**config.mk**
```make
export PLATFORM = sky130hd
export DESIGN_NAME = cprv_if_stage
export DESIGN_NICKNAME = d
export VERILOG_FILES = /design/src/rtl/cprv_if_stage.sv
export SDC_FILE = /design/constraint.sdc
export NUM_CORES = 1
export LEC_CHECK = 0
export BUFFER_PORTS_ARGS = -buffer_cell sky130_fd_sc_hd__buf_4
export CAP_MARGIN = 40
export CORE_MARGIN = 5
export CORE_UTILIZATION = 32
export DETAILED_ROUTE_END_ITERATION = 12
export GPL_ROUTABILITY_DRIVEN = 0
export SKIP_CTS_REPAIR_TIMING = 1
export SLEW_MARGIN = 20
export SYNTH_ARGS = -nofsm -noshare
export SYNTH_HDL_FRONTEND = slang
export SYNTH_SLANG_ARGS = --single-unit
```
**constraint.sdc**
```tcl
create_clock -name clk -period 9.3 [get_ports clk]
set_input_delay 0.93 -clock clk [delete_from_list [all_inputs] [get_ports clk]]
set_output_delay 0.93 -clock clk [all_outputs]
set_load 0.05 [all_outputs]
```
**src/rtl/cprv_if_stage.sv**
```systemverilog
// cprv64g instruction-fetch stage: PC, imem request, 2-entry output FIFO.
// Optional: define CPRV_IF_MISALIGN_EN to trap misaligned redirect targets.
module cprv_if_stage #(
    parameter int              XLEN       = 64,
    parameter int              ADDR_WIDTH = 7,
    parameter int              DATA_WIDTH = 64,
    parameter logic [XLEN-1:0] RESET_PC   = '0
) (
    input  logic                  clk,
    input  logic                  rst_n,
    input  logic                  redirect,
    input  logic [XLEN-1:0]       redirect_pc,
    output logic                  imem_w_en,
    output logic [ADDR_WIDTH-1:0] imem_addr,
    output logic [DATA_WIDTH-1:0] imem_wdata,
    input  logic [DATA_WIDTH-1:0] imem_rdata,
    output logic                  id_valid,
    input  logic                  id_ready,
`ifdef CPRV_IF_MISALIGN_EN
    output logic                  id_exc,
`endif
    output logic [XLEN-1:0]       id_pc,
    output logic [31:0]           id_instr
);

    localparam logic [31:0] NOP = 32'h00000013;

    logic [XLEN-1:0] pc_q, pc_d;
    logic [XLEN-1:0] req_pc_q, req_pc_d;
    logic            inflight_q, inflight_d;
    logic [XLEN-1:0] fpc_q [2];
    logic [XLEN-1:0] fpc_d [2];
    logic [31:0]     fins_q [2];
    logic [31:0]     fins_d [2];
    logic [1:0]      cnt_q, cnt_d;

    logic [XLEN-1:0] fetch_pc;
    logic            pop;
    logic            push;
    logic            issue;
    logic            room;
    logic [2:0]      occ;
    logic            unused_ok;

`ifdef CPRV_IF_MISALIGN_EN
    logic [1:0] fexc_q, fexc_d;
    logic       halt_q, halt_d;
    logic       misal;

    assign misal     = redirect & (|redirect_pc[1:0]);
    assign fetch_pc  = redirect ? redirect_pc : pc_q;
    assign unused_ok = ^imem_rdata[DATA_WIDTH-1:32];
    assign id_exc    = id_valid & fexc_q[0];
`else
    assign fetch_pc  = redirect ? {redirect_pc[XLEN-1:2], 2'b00} : pc_q;
    assign unused_ok = ^{imem_rdata[DATA_WIDTH-1:32], redirect_pc[1:0]};
`endif

    assign imem_w_en  = 1'b0;
    assign imem_wdata = '0;
    assign imem_addr  = fetch_pc[ADDR_WIDTH-1:0];

    assign id_valid = (cnt_q != 2'd0);
    assign id_pc    = fpc_q[0];
    assign id_instr = fins_q[0];

    assign pop  = id_valid & id_ready;
    assign push = inflight_q & ~redirect;
    assign occ  = {1'b0, cnt_q} + {2'b00, inflight_q};
    // Only fetch if the result is guaranteed a FIFO slot when it returns.
    assign room = (occ < (3'd2 + {2'b00, pop}));

`ifdef CPRV_IF_MISALIGN_EN
    assign issue = redirect ? ~misal : (~halt_q & room);
`else
    assign issue = redirect | room;
`endif

    // Next fetch PC and outstanding-request tracking.
    always_comb begin
        inflight_d = issue;
        pc_d       = pc_q;
        req_pc_d   = req_pc_q;
        if (issue) begin
            pc_d     = fetch_pc + XLEN'(4);
            req_pc_d = fetch_pc;
        end
    end

    // FIFO update: flush on redirect, otherwise pop then append response.
    always_comb begin
        fpc_d  = fpc_q;
        fins_d = fins_q;
        cnt_d  = cnt_q;
`ifdef CPRV_IF_MISALIGN_EN
        fexc_d = fexc_q;
        halt_d = redirect ? misal : halt_q;
`endif
        if (redirect) begin
            cnt_d = 2'd0;
`ifdef CPRV_IF_MISALIGN_EN
            if (misal) begin
                fpc_d[0]  = redirect_pc;
                fins_d[0] = NOP;
                fexc_d[0] = 1'b1;
                cnt_d     = 2'd1;
            end
`endif
        end else begin
            if (pop) begin
                if (cnt_q[1]) begin
                    fpc_d[0]  = fpc_q[1];
                    fins_d[0] = fins_q[1];
`ifdef CPRV_IF_MISALIGN_EN
                    fexc_d[0] = fexc_q[1];
`endif
                end
                cnt_d = cnt_q - 2'd1;
            end
            if (push) begin
                fpc_d[cnt_d[0]]  = req_pc_q;
                fins_d[cnt_d[0]] = imem_rdata[31:0];
`ifdef CPRV_IF_MISALIGN_EN
                fexc_d[cnt_d[0]] = 1'b0;
`endif
                cnt_d = cnt_d + 2'd1;
            end
        end
    end

    // State registers with synchronous active-low reset.
    always_ff @(posedge clk) begin
        if (!rst_n) begin
            pc_q       <= RESET_PC;
            req_pc_q   <= RESET_PC;
            inflight_q <= 1'b0;
            fpc_q[0]   <= '0;
            fpc_q[1]   <= '0;
            fins_q[0]  <= '0;
            fins_q[1]  <= '0;
            cnt_q      <= 2'd0;
`ifdef CPRV_IF_MISALIGN_EN
            fexc_q     <= 2'b00;
            halt_q     <= 1'b0;
`endif
        end else begin
            pc_q       <= pc_d;
            req_pc_q   <= req_pc_d;
            inflight_q <= inflight_d;
            fpc_q      <= fpc_d;
            fins_q     <= fins_d;
            cnt_q      <= cnt_d;
`ifdef CPRV_IF_MISALIGN_EN
            fexc_q     <= fexc_d;
            halt_q     <= halt_d;
`endif
        end
    end

endmodule

```
Word level (Yosys, flattened, before mapping)
Cells that the tools add are included.
{ "classes": {"bitwise": 6, "n_addsub": 5, "reduce_logical": 4, "n_mux": 18, "n_lt_le_gt_ge": 3} }
{ "ops": {"columns": ["op", "n"], "rows": [
  ["$mux W64", 6],
  ["$bwmux W128", 1],
  ["$mux W128", 1],
  ["$mux W32", 4],
  ["$add A64 B3 Y64 const B", 1],
  ["$bwmux W64", 1],
  ["$demux W64 S1", 1],
  ["$demux W32 S1", 1],
  ["$mux W2", 3],
  ["$add A2 B1 Y3", 1],
  ["$add A2 B1 Y3 const A", 1],
  ["$lt A3 B3 Y1", 1],
  ["$add A2 B1 Y2 const B", 1],
  ["$and A1 B1 Y1", 2],
  ["$ge A2 B2 Y1 const B", 1],
  ["$lt A2 B1 Y1 const B", 1],
  ["$not A1 Y1", 2],
  ["$not A1 Y2", 1],
  ["$reduce_and A2 Y1", 1],
  ["$reduce_bool A2 Y1", 1],
  ["$reduce_or A2 Y1", 1],
  ["$sub A2 B1 Y2 const B", 1],
  ["$logic_and A1 B1 Y1", 1],
  ["$or A1 B1 Y1", 1]
]} }
{ "word_totals": {"elab_cells": 44, "regBits": 323, "output_inout_bits": 169, "in_bits": 132} }

Longest topological paths before layout
Gate-level depths: netlist of the first run.
{ "logic_depth": {"word_depth": 11, "mapped_depth": 16} }

Least setup slack after synthesis of the first run
Ideal clock, no wire load.
{ "synth_path": {"path_kind": "input to register", "from": "in redirect", "to": "reg pc_q[36]", "path_slack_ns": 5.059, "setup_time_ns": 0.086, "cell_stages": 15, "arrival_time_ns": 4.155, "n_path_buf": 6, "cell_sequence": "buf_6 -> buf_6 -> buf_6 -> buf_2 -> buf_2 -> buf_1 -> mux2_2 -> ha_1 -> nand4b_1 -> a221oi_2 -> nand4_1 -> nor3_2 -> nand2_1 -> xor2_1 -> a211oi_1"} }
{ "synth_via": {"elab_chain_cells": 2, "word_cells_on_any_way": 3, "classes_between": "add/sub: 1; mux: 1; bitwise: 1"} }
{ "synth_rtl": {"columns": ["element", "line", "source"], "rows": [
  ["start: declaration", "11", "input logic redirect,"],
  ["$mux W64", "55", "assign fetch_pc = redirect ? {redirect_pc[XLEN-1:2], 2'b00} : pc_q;"],
  ["named net fetch_pc[3]", "37", "logic [XLEN-1:0] fetch_pc;"],
  ["$add A64 B3 Y64", "85", "pc_d = fetch_pc + XLEN'(4);"],
  ["end signal: assignment", "147", "pc_q <= pc_d;"],
  ["end: declaration", "28", "logic [XLEN-1:0] pc_q, pc_d;"]
]} }
The timed path passes the listed nets, and every way through them passes these cells.
A chain may end at the register's enable or synchronous reset.

Worst setup path after layout of the first run
{ "layout_path": {"from": "in redirect", "to": "reg pc_q[60]"} }
{ "layout_via": {"elab_chain_cells": 2, "word_cells_on_any_way": 3, "classes_between": "add/sub: 1; mux: 1; bitwise: 1"} }
{ "layout_rtl": {"columns": ["element", "line"], "rows": [
  ["$mux W64", "55"],
  ["$add A64 B3 Y64", "85"]
]} }
Several ways; a longest one is shown, not always the timed one.

==> key figures, run 1 <==
Synthesis
  • Post-Synth Adder-Cell Area: 0.299%
  • Post-synthesis mux area share: 1.23%
  • Synth area leaders: dfxtp_1 38%, nand2_1 9.0%, a21oi_1 8.9%
  • Synthesized area per cell: 7.55 µm²
  • Synth Cell Area: 0.0167 mm²
  • Synth Area in Compound Gates: 20.2%
  • Yosys warning total: 0
  • Commonest cells post-synth: 401 x nand2_1, 321 x dfxtp_1, 296 x a21oi_1
  • Post-Synth XOR/XNOR Area: 5.44%
  • Fraction of registers with async set/reset: 0%
  • Most frequent cell after synthesis: nand2_1
  • Most used flip-flop cell after synthesis: dfxtp_1
  • Synth Instances: 2,215
  • Largest family of logic cells by synthesized area: simple AND/OR/NAND/NOR gates
  • #FFs+latches synth: 321
  • Number of flops mapped to enable cells by yosys: 0
  • Sequential area share after synthesis: 38.4%
  • Synth Area in Simple Gates: 22.5%
  • Share of the synthesized area in the top cell type: 38.4%
  • Synth unique cells: 66
  • Cell taking the most area after synthesis: dfxtp_1

Floorplan
  • Die Y-Extent: 239 µm
  • Initial core utilization: 32.5%
  • Io pins: 301
  • Cell Rows: 83
  • Core Footprint: 0.0515 mm²
  • DIE AREA: 0.0570 mm²
  • Die X: 239 µm

Placement
  • IO buf count: 201
  • Detailed placer's ending HPWL: 35,300 µm

Worst hold path
  • Worst Hold Class: reg -> reg

Detailed routing
  • Initial DRC Count: 1,278
  • Total wire length: 54,100 µm
  • Met1 Wirelength: 25,100 µm
  • Antenna-violating nets left: 0
  • Routed length on met3: 3940 µm
  • DR vias: 15,300
  • Top sig layer: met4
  • Drt via density: 5.22
  • Drt wl/cell: 18.5 µm
  • Drt first pass iters: 5
  • # DRC: 0
  • Metal2 WL: 23,800 µm

CTS
  • Clk buf depth: 3
  • CTS tree: built
  • H-tree depth: 2
  • Root Buffer: clkbuf_16
  • Worst-Skew Late Latency: 550 ps
  • CTS clk-pin slew, worst paths: 60 ps
  • Num CTS Buffers: 37
  • CTS sink cnt: 321

Power and ir drop
  • Maximum vdd drop: 0.0894 mV
  • Leakage: 0.00718 µW
  • Power density cells: 187 mW/mm²
  • Overall Power: 3570 µW

STA
  • Final setup TNS: 0 ps
  • Setup Viol. Count Final: 0
  • Tmin final: 3990 ps
  • Clock Skews: 18.7 ps
  • Max Slew Vio Count: 0
  • Slew margin rel.: 44.2%
  • Final Hold Fails: 0
  • Max Fclk: 250 MHz
  • Worst-margin pin slew: 837 ps
  • RSZ-0062 raised after global routing: false
  • Final Cycle Share: 42.9%

GRT
  • Initial antenna violation count: 4
  • GRT Overall Usage: 17.8%
  • Grt ovf: 0
  • Largest net degree at the start of global routing: 112
  • First-pass GRT wire length: 82,200 µm
  • Number of global-route vias before repair: 14,000

Flow run
  • Max_cap viols: 0

Setup path
  • Required time of the critical path: 9740 ps
  • CP Capture Type: flop
  • Critical path class: in -> reg
  • CP Launch Type: input pin
  • Crit Path Max Fanout: 105
  • Data arrival, critical path: 4430 ps

Finish
  • Net count, final: 2,353
  • Layout cell share with drive strength beyond 1: 14.3%
  • Area Growth Syn to Fin: 14.2%
  • Filler cells: 5,302

Outcome
  • Status: complete, no violations
-- cell type report --
class	instances	area (µm²)	area share, %
diodes	4	10.0	0.0524
clock buffers	53	1090	5.70
clock inverters	13	125	0.655
inverters	17	71.3	0.373
multi-input cells	1610	8620	45.1
flip-flops and latches	321	6430	33.6
well taps	680	851	4.45
repair buffers	230	1920	10.0
-- power breakdown --
part           internal [µW]  switching (µW)
Clock                    872             599
Sequential              1450            63.5
Combinational            169             416
Total                   2490            1080
-- cell usage in the layout (no fill, tap or decap), types with 4 or more instances in the layout --
cell type,instances
and2_1,4
conb_1,65
xnor2_1,49
o211a_1,6
clkbuf_1,8
nor3_1,16
nor4_1,8
and3_1,6
nand3_1,61
a21oi_1,294
inv_1,15
o21ai_0,219
xor2_1,55
or3_1,99
diode_2,4
nand2b_1,6
nand2_1,400
clkbuf_16,39
clkbuf_8,6
dfxtp_1,321
buf_16,7
mux2i_1,16
buf_12,4
nand4_1,25
ha_1,4
a222oi_1,5
mux2_2,4
nor2_1,119
nand4b_1,11
a22oi_1,9
clkinv_2,8
o22ai_1,12
a211oi_1,38
buf_4,217
nand3b_1,16
-- layer usage --
metal / up-vias / global-route usage, %
met1: 7281 / 25.5
met2: 499 / 26.8
met5: - / 0
li1: 7421 / -
met3: 77 / 3.83
met4: 0 / 5.62
-- critical path: stages --
cell and delay (ps):
buf_6 120, buf_16 340, buf_4 600, nand3_1 270, a22oi_1 540, nand4_2 330
nor3_2 480, buf_4 260, nand3b_1 120, mux2i_1 130, a31o_2 210
-- final timing paths --
| path | slack (ps) | depth (start not counted) | from | to |
|---|---|---|---|---|
| max | 5310 | 11 | redirect | pc_q[60] |
| min | 450 | 2 | flop | flop |
| max reg2reg | 5860 | 9 | pc_q[3] | pc_q[40] |
| min reg2reg | 450 | 2 | flop | flop |
-- cells by family (layout without fill, tap and decap cells) --
group                      after synthesis  count (layout)
adders and majority gates                4               4
AOI/OAI and AO/OA                      614             614
xor gates and xnor gates               104             104
other                                    1              69
DFF                                    321             321
muxes                                   20              20
and+or+nand+nor                        803             803
buffers and inverters                  348             313
-- stage by stage --
step | cells | setup slack, ps | utilization, % | hold slack [ps] | instance area, µm²
after floorplan | 2279 | 5060 | - | 432 | 17000
after global placement | 2845 | 4500 | 34.2 | 437 | 17600
after detailed placement | 2855 | 4560 | 34.6 | 442 | 17800
after CTS | 2921 | 5140 | 36.9 | 450 | 19000
after global routing | 2927 | 5000 | 37.1 | 463 | 19100
final | 2928 | 5310 | 37.1 | 448 | 19100
(Power assumes the default switching activity.)
==> inputs of run 2 (changes only) <==
==> constraint.sdc (replaced) <==
create_clock -name clk -period 3.2 [get_ports clk]
set_input_delay 0.32 -clock clk [delete_from_list [all_inputs] [get_ports clk]]
set_output_delay 0.32 -clock clk [all_outputs]
set_load 0.05 [all_outputs]
==> run 2 against run 1 <==
Routed wire length fell by 0.98%. Clock power increased to 2.7 times the previous value. Combinational power rose to 3.0 times the previous value. Cell count grew 0.92%. Critical path type is now reg -> reg. Largest cell class unchanged.
==> key figures, run 2 (same netlist as run 1, synthesis figures left out) <==
Placement
  • Detailed placer's ending HPWL: 36,200 µm (+2.6%)
  • IO buf count: 201 (unchanged)
  • DP Area: 0.0181 mm² (+1.7%)
  • Placed insts: 2,890 (+1.2%)

Finish
  • Post-Layout Cell Count: 2,955 (+0.92%)
  • Most common cell after layout, fill and taps aside: nand2_1
  • Area Growth Syn to Fin: 15.3%
  • Area of the multi-input gates: 0.00865 mm² (+0.41%)
  • Reg area: 0.00643 mm² (unchanged)
  • Design area: 0.0193 mm² (+0.94%)
  • Layout cell share with drive strength beyond 1: 15.4% (+1.1 points)
  • Most frequent cells in the layout: 401 x nand2_1, 321 x dfxtp_1, 294 x a21oi_1
  • Net count, final: 2,386 (+1.4%)
  • Filler cells: 5,323 (+0.40%)

Floorplan
  • Die Y-Extent: 239 µm (unchanged)
  • DIE AREA: 0.0570 mm² (unchanged)
  • Die X: 239 µm (unchanged)
  • Initial core utilization: 32.5% (unchanged)
  • Core Footprint: 0.0515 mm² (unchanged)
  • Io pins: 301 (unchanged)
  • Cell Rows: 83 (unchanged)

Worst hold path
  • Hold path start: redirect_pc[63]
  • Hold Path End: req_pc_q[63]
  • Hold Path Depth: 3 (+1)
  • Worst Hold Class: in -> reg

Detailed routing
  • DR vias: 15,300 (+0.26%)
  • Total wire length: 53,600 µm (-0.98%)
  • # DRC: 0 (unchanged)
  • Initial DRC Count: 1,239 (-3.1%)
  • Antenna-violating nets left: 0 (unchanged)
  • Drt via density: 5.18 (-0.65%)
  • Drt first pass iters: 8 (+3)
  • Drt wl/cell: 18.1 µm (-1.9%)

Setup path
  • Data arrival, critical path: 3200 ps (-1230 ps)
  • CP Capture Type: flop
  • Crit Path Max Fanout: 17 (-84%)
  • R2R Path End: pc_q[26]
  • CP Launch Type: flop
  • Reg2reg path depth: 8 (-1)
  • Worst R2R Start: inflight_q
  • Required time of the critical path: 3660 ps (-6080 ps)
  • Critical path class: reg -> reg
  • R2r setup slk: 460 ps (-5400 ps)

CTS
  • CTS tree: built
  • Clk buf depth: 3 (unchanged)
  • CTS clk-pin slew, worst paths: 60 ps (about the same)
  • CTS sink cnt: 321 (unchanged)
  • Num CTS Buffers: 36 (-2.7%)
  • H-tree depth: 2 (unchanged)
  • Worst-Skew Late Latency: 550 ps (about the same)
  • Root Buffer: clkbuf_16

STA
  • Max Slew Vio Count: 0 (unchanged)
  • Worst-margin pin slew: 638 ps (-199 ps)
  • RSZ-0062 raised after global routing: false
  • Slew margin rel.: 57.0% (+13 points)
  • Final Cycle Share: 85.8%
  • Tmin final: 2740 ps
  • Hold WS: 34.4 ps (-413 ps)
  • Final Hold Fails: 0 (unchanged)
  • Final setup TNS: 0 ps (unchanged)
  • Setup Viol. Count Final: 0 (unchanged)
  • Max Fclk: 364 MHz
  • Clock Skews: 23.9 ps (+5.19 ps)

GRT
  • Largest net degree at the start of global routing: 97 (-13%)
  • GRT Overall Usage: 17.7% (-0.11 points)
  • Number of global-route vias before repair: 14,100 (+0.34%)
  • Grt ovf: 0 (unchanged)
  • First-pass GRT wire length: 82,200 µm (+0.12%)
  • Initial antenna violation count: 2 (-2)

Power and ir drop
  • Leakage: 0.00735 µW (+2.3%)
  • Maximum vdd drop: 0.278 mV (+210%)
  • Power density cells: 527 mW/mm² (+180%)

Outcome
  • Status: complete, no violations

Flow run
  • Max_cap viols: 0 (unchanged)
[run 2: cell count changes in the layout (fill, tap and decap cells not counted), sizes merged]
cell,previous run,this run
clkinv,8,5
diode,4,2
clkinvlp,1,0
bufinv,2,1
buf,230,264
[run 2: per-stage QoR]
| stage | power (µW) | util [%] | setup slack [ps] |
|---|---|---|---|
| 6_report | 10200 | 37.4 | 456 |
| 5_1_grt | 10600 | 37.4 | 260 |
| 4_1_cts | 10300 | 37.3 | 447 |
| 3_5_place_dp | 6190 | 35.2 | 275 |
| 3_3_place_gp | 6160 | 35.1 | 255 |
| 2_1_floorplan | 5740 | - | 19.6 |
[run 2: area by class of cell]
class | count | share of cell area (%)
Tap cell | 680 | 4.41
Clock inverter | 8 | 0.376
Timing Repair Buffer | 264 | 11.2
Antenna cell | 2 | 0.0260
Multi-Input combinational cell | 1610 | 44.9
Inverter | 17 | 0.370
Clock buffer | 53 | 5.48
Sequential cell | 321 | 33.3
[run 2: worst max-delay path, cell delays in order (launching register included)]
cell and delay (ps):
dfxtp_1 440, ha_1 270, or3b_2 510, a21o_2 390
buf_4 240, nor4b_1 380, xor2_1 170, nor2_1 50
a211oi_1 200
[run 2: worst max path at each step]
stage	startpoint	to	slack (ps)	cells past startpoint
after floorplan	redirect	pc_q[36]	20	15
after global placement	redirect	pc_q[48]	260	12
after detailed placement	redirect	pc_q[48]	270	12
after CTS	inflight_q	pc_q[26]	450	8
after global routing	inflight_q	pc_q[26]	260	8
final	inflight_q	pc_q[26]	460	8
[run 2: power by group]
group	switching [µW]	internal, µW	total (µW)
combinational	1210	518	1730
clock	1680	2360	4040
sequential	186	4210	4390
total	3080	7090	10200
[run 2: per-layer routing]
layer | part of all wire (%) | up-vias | wire [µm] | track usage (%)
met1 | 46 | 7243 | 24600 | 25.4
met4 | 2.5 | 0 | 1360 | 5.20
met2 | 44 | 515 | 23600 | 26.7
li1 | - | 7479 | - | -
met5 | 0 | - | 0 | 0
met3 | 7.4 | 81 | 3990 | 3.95
